<file path="config.mk">
export PLATFORM = sky130hd
export DESIGN_NAME = servo_ramp_bank
export DESIGN_NICKNAME = d
export VERILOG_FILES = /design/src/rtl/servo_ramp_bank.sv
export SDC_FILE = /design/constraint.sdc
export NUM_CORES = 1
export LEC_CHECK = 0
export CAP_MARGIN = 20
export CORE_MARGIN = 5
export CORE_UTILIZATION = 45
export CTS_CLUSTER_SIZE = 30
export DETAILED_ROUTE_END_ITERATION = 8
export SLEW_MARGIN = 10
export SYNTH_ARGS = -nofsm -noshare
export SYNTH_HDL_FRONTEND = slang
export SYNTH_SLANG_ARGS = --single-unit
</file>
<file path="constraint.sdc">
create_clock -name clk -period 1.85 [get_ports clk]
set_input_delay 0.2775 -clock clk [delete_from_list [all_inputs] [get_ports clk]]
set_output_delay 0.2775 -clock clk [all_outputs]
set_load 0.01 [all_outputs]
</file>
<file path="src/rtl/servo_ramp_bank.sv">
// Multi-channel servo PWM bank with slew-limited, frame-latched pulse widths.
// Define SERVO_RAMP_BANK_RAMP_EN for ramping; otherwise widths jump straight to the goal.
module servo_ramp_bank #(
    parameter int unsigned NUM_CH        = 4,
    parameter int unsigned CNT_W         = 21,
    parameter int unsigned PERIOD_COUNT  = 2_000_000,
    parameter int unsigned OPEN_TICKS    = 100_000,
    parameter int unsigned NEUTRAL_TICKS = 150_000,
    parameter int unsigned CLOSE_TICKS   = 200_000,
    parameter int unsigned STEP_SIZE     = 1,
    parameter int unsigned STEP_DIV_BITS = 4
) (
    input  logic                clk,
    input  logic                rst_n,
    input  logic [2*NUM_CH-1:0] ctrl,
    output logic [NUM_CH-1:0]   pwm_out,
    output logic [NUM_CH-1:0]   settled,
    output logic                frame_start
);

    localparam logic [CNT_W-1:0] OpenW    = CNT_W'(OPEN_TICKS);
    localparam logic [CNT_W-1:0] NeutralW = CNT_W'(NEUTRAL_TICKS);
    localparam logic [CNT_W-1:0] CloseW   = CNT_W'(CLOSE_TICKS);
    localparam logic [CNT_W-1:0] LastCnt  = CNT_W'(PERIOD_COUNT - 1);

    logic [CNT_W-1:0] period_cnt;
    logic             wrap;
    logic [CNT_W-1:0] goal     [NUM_CH];
    logic [CNT_W-1:0] pw_ctrl  [NUM_CH];
    logic [CNT_W-1:0] pw_frame [NUM_CH];
    logic [CNT_W-1:0] pw_next  [NUM_CH];

    assign wrap = (period_cnt == LastCnt);

    function automatic logic [CNT_W-1:0] decode_goal(input logic [1:0] cmd);
        logic [CNT_W-1:0] w;
        case (cmd)
            2'b01:   w = OpenW;
            2'b10:   w = CloseW;
            2'b11:   w = NeutralW;
            default: w = '0;
        endcase
        return w;
    endfunction

`ifdef SERVO_RAMP_BANK_RAMP_EN
    localparam logic [CNT_W-1:0] StepW = CNT_W'(STEP_SIZE);

    logic [STEP_DIV_BITS-1:0] prescaler;
    logic                     ramp_tick;

    assign ramp_tick = &prescaler;

    always_ff @(posedge clk or negedge rst_n) begin
        if (!rst_n) begin
            prescaler <= '0;
        end else begin
            prescaler <= prescaler + 1'b1;
        end
    end

    // Step toward the goal, clamping the last step so the goal is never crossed.
    always_comb begin
        for (int i = 0; i < NUM_CH; i++) begin
            pw_next[i] = pw_ctrl[i];
            if (ramp_tick && (goal[i] != '0) && (pw_ctrl[i] != goal[i])) begin
                if (goal[i] > pw_ctrl[i]) begin
                    pw_next[i] = ((goal[i] - pw_ctrl[i]) > StepW) ? pw_ctrl[i] + StepW : goal[i];
                end else begin
                    pw_next[i] = ((pw_ctrl[i] - goal[i]) > StepW) ? pw_ctrl[i] - StepW : goal[i];
                end
            end
        end
    end
`else
    logic unused_cfg;
    assign unused_cfg = ^{32'(STEP_SIZE), 32'(STEP_DIV_BITS)};

    always_comb begin
        for (int i = 0; i < NUM_CH; i++) begin
            pw_next[i] = (goal[i] != '0) ? goal[i] : pw_ctrl[i];
        end
    end
`endif

    always_ff @(posedge clk or negedge rst_n) begin
        if (!rst_n) begin
            period_cnt  <= '0;
            frame_start <= 1'b0;
            pwm_out     <= '0;
            for (int i = 0; i < NUM_CH; i++) begin
                goal[i]     <= '0;
                pw_ctrl[i]  <= NeutralW;
                pw_frame[i] <= '0;
            end
        end else begin
            period_cnt  <= wrap ? '0 : period_cnt + 1'b1;
            frame_start <= wrap;
            for (int i = 0; i < NUM_CH; i++) begin
                goal[i]    <= decode_goal(ctrl[2*i +: 2]);
                pw_ctrl[i] <= pw_next[i];
                // Width only changes at the frame boundary so pulses never glitch.
                if (wrap) begin
                    pw_frame[i] <= (goal[i] != '0) ? pw_ctrl[i] : '0;
                end
                pwm_out[i] <= (period_cnt < pw_frame[i]);
            end
        end
    end

    always_comb begin
        for (int i = 0; i < NUM_CH; i++) begin
            settled[i] = (goal[i] == '0) || (pw_ctrl[i] == goal[i]);
        end
    end

endmodule
</file>
==> results.json <==
{
  "synth_seq_cells": 86,
  "synth_mux_area_share_pct": 4.95,
  "cts_sinks": 86,
  "fmax_mhz": 525,
  "synth_top_area_share_pct": 38.1,
  "synth_area_leaders": "dfrtp_1 (38%), ha_1 (16%), dfstp_2 (6.5%), mux2i_1 (4.9%), xnor2_1 (3.4%)",
  "synth_compound_area_share_pct": 12.7,
  "drc_errors": 0,
  "cpPeakStageDelay_ns": 0.56,
  "synth_xor_xnor_area_share_pct": 5.95,
  "syn_avg_cell_area_sq_um": 10.8,
  "grt_pass1_vias": 3867,
  "coreArea_sq_um": 10700,
  "mappedNetlistArea_sq_um": 4850,
  "leakage_nw": 2.99,
  "hold_violations": 0,
  "violations": "negative setup slack",
  "async_flop_share_pct": 100,
  "worstPathArrival_ns": 1.63,
  "rsz0062_at_grt": "true",
  "start_util_pct": 45.4,
  "grt_max_degree": 35,
  "worstMarginPinSlew_ns": 0.387,
  "ant_nets": 0,
  "hold_class": "input pin to asynchronous set/reset pin",
  "vias_per_cell": 5.28,
  "crit_slowest_cell": "or4_4",
  "crit_type": "flop to output port",
  "finalSetupViolCount": 9,
  "netlist.top_cell.by_area": "dfrtp_1",
  "antenna_found_initial": 0,
  "nFillCells": 893,
  "gp_congestion": 0.855,
  "clkTransAtPathRegs_ns": 0.08,
  "die_x_um": 114,
  "placed_cells": 662,
  "grt_pass1_wl_um": 18900,
  "syn-num-nets": 522,
  "yosys.area_share.adder_pct": 16.0,
  "synth_top_family_by_area": "adder cells",
  "routed_wl_um": 11200,
  "insertedDiodeCount": 0,
  "finalMaxSlewViolations": 0,
  "synth-simple-area-share_pct": 12.2,
  "finalPower_mw": 3.78,
  "ys_seq_area_share_pct": 44.6,
  "maxSlewHeadroom_pct": 73.8,
  "rows": 38,
  "io_buffer_count": 18,
  "critical_path.cell_chain": "or4_4, nor2_4, a31o_4, buf_6",
  "die_h_um": 114,
  "cts_root_buf": "clkbuf_8",
  "drt-initial-drc-count": 133,
  "globalRouteOverflowTotal": 0,
  "drt_first_pass_iters": 4,
  "h-tree-depth": 3,
  "min_period_ns": 1.91,
  "nets": 628,
  "numCtsBuffers": 9,
  "area_growth_pct": 31.7,
  "finalNonFillerCells": 701,
  "status": "complete, but fails checks",
  "synthMostInstantiatedCell": "dfrtp_1",
  "final_area_sq_um": 6390,
  "cp_data_required_time_ns": 1.57,
  "dp_hpwl_um": 7600,
  "ys_top_cells_by_count": "dfrtp_1 (74), ha_1 (62), o21ai_0 (31)",
  "clk_path_buf_depth": 2,
  "fin_ws_ns": -0.0559,
  "synthFlopType": "dfrtp_1",
  "fin_skew_ns": 0.00595,
  "vias": 3704,
  "crit_family": "simple AND/OR/NAND/NOR gates",
  "yosysUniqueCellTypes": 40,
  "synth_edf_count": 0,
  "ys_warn_count": 0,
  "vdd_drop_max_uv": 412,
  "design.portCount": 19,
  "endpoint_kind": "output port",
  "dieArea_sq_um": 13000,
  "finalCritPeriodShare_pct": 103,
  "maxCapViolations": 0,
  "drive_above_1_share_pct": 28.7,
  "syn-instance-count": 450,
  "powerDensity_nw_per_um2": 591,
  "wl_per_cell_um": 15.9,
  "grt_use_total_pct": 18.5,
  "clk_latency_ns": 0.36,
  "start_kind": "flop",
  "cts_tree": "done",
  "crit_fanout": 2,
  "crit_buf_inv": 1,
  "placed_area_sq_um": 5720
}
[worst paths after layout]
kind	startpoint	slack, ns	cells past startpoint	endpoint
min in group clk	pw_ctrl[15]$_DFFE_PN0N_	0.53	1	pw_ctrl[15]$_DFFE_PN0N_
worst max-delay path	goal[16]$_DFF_PN0_	-0.06	4	settled[3]
worst min register to register	pw_ctrl[15]$_DFFE_PN0N_	0.53	1	pw_ctrl[15]$_DFFE_PN0N_
worst min-delay path	rst_n	0.36	2	period_cnt[17]$_DFF_PN0_
max in group asynchronous	rst_n	0.91	3	pw_ctrl[77]$_DFFE_PN1N_
worst max register to register	period_cnt[16]$_DFF_PN0_	-0.02	6	pw_frame[77]$_DFFE_PN0N_
[per-stage QoR]
stage	setup TNS (ns)	util, %	hold slack [ns]	setup WS (ns)
2_1_floorplan	0	-	-0.0181	0.00156
3_3_place_gp	-0.385	53.4	0.205	-0.102
3_5_place_dp	-1.53	53.4	0.200	-0.131
4_1_cts	-1.66	58.6	0.356	-0.0972
5_1_grt	-1.87	59.8	0.369	-0.116
6_report	-0.236	59.8	0.364	-0.0559
[where the power goes]
part	leakage, nW	total, mW	internal (mW)	switching (mW)
sequential	1.09	2.02	1.97	0.0566
clock	0.0976	1.33	0.664	0.664
combinational	1.80	0.429	0.231	0.198
total	2.99	3.78	2.86	0.918
[registers in the layout, indices dropped and copies added, names as in the netlist]
| name | cells |
|---|---|
| period_cnt | 21 |
| goal | 20 |
| pw_ctrl | 20 |
| pw_frame | 20 |
| pwm_out | 4 |
| frame_start | 1 |
[cell families after synthesis]
kind of cell | Yosys count
fa+ha+maj | 62
mux | 24
buf+inv | 42
compound gates | 95
simple gates | 108
xor+xnor | 33
flops | 86
[placed cells by master, fill, tap and decap left out, types with 5 or more instances in the layout]
cell             instances
a211oi_1                 7
nand4_1                  9
nand2_1                 14
dfstp_2                 12
a21o_1                  21
o21ai_0                 28
dfrtp_2                  5
xnor2_1                 19
a21oi_1                 12
ha_4                     9
buf_12                   5
nor2_1                  24
a31oi_1                  5
ha_1                    52
mux2i_1                 24
nor3_1                  10
buf_6                   10
xor2_1                  14
clkdlybuf4s50_1         13
clkbuf_8                10
buf_4                   75
dfrtp_1                 69
nand3_1                 15
inv_1                   30
nand2b_1                 5
[cell type report]
cell class,count,area [sq um],area share [%]
multi-input combinational,322,2750,43.1
sequential,86,2170,34.0
timing repair buffer,107,986,15.4
tap,140,175,2.74
clock buffer,13,149,2.33
inverter,30,113,1.76
clock inverter,3,43.8,0.685
[worst reg2reg max path, stage by stage (launching register included)]
cell	delay, ns
dfrtp_2	0.43
buf_6	0.14
or3_4	0.35
nor4_4	0.35
buf_6	0.20
buf_8	0.14
mux2i_1	0.19
[per-layer routing]
metal	GRT usage, %	vias to the layer above	share of wire [%]
met5	0	-	0
met4	8.31	0	2.5
met3	2.65	17	2.6
met2	31.7	54	49
met1	23.3	1806	45
li1	-	1827	-
[timing repair]
| action | CTS | global route |
|---|---|---|
| gates cloned | 3 | 0 |
| endpoints found under the hold margin | 19 | 0 |
| buffers inserted | 17 | 6 |
| gates resized for setup | 54 | 20 |
| pin swaps | 16 | 13 |
| setup endpoints to repair | 27 | 38 |
| hold buffers | 1 | 0 |
Note: power is estimated with default switching activity, not from simulation.
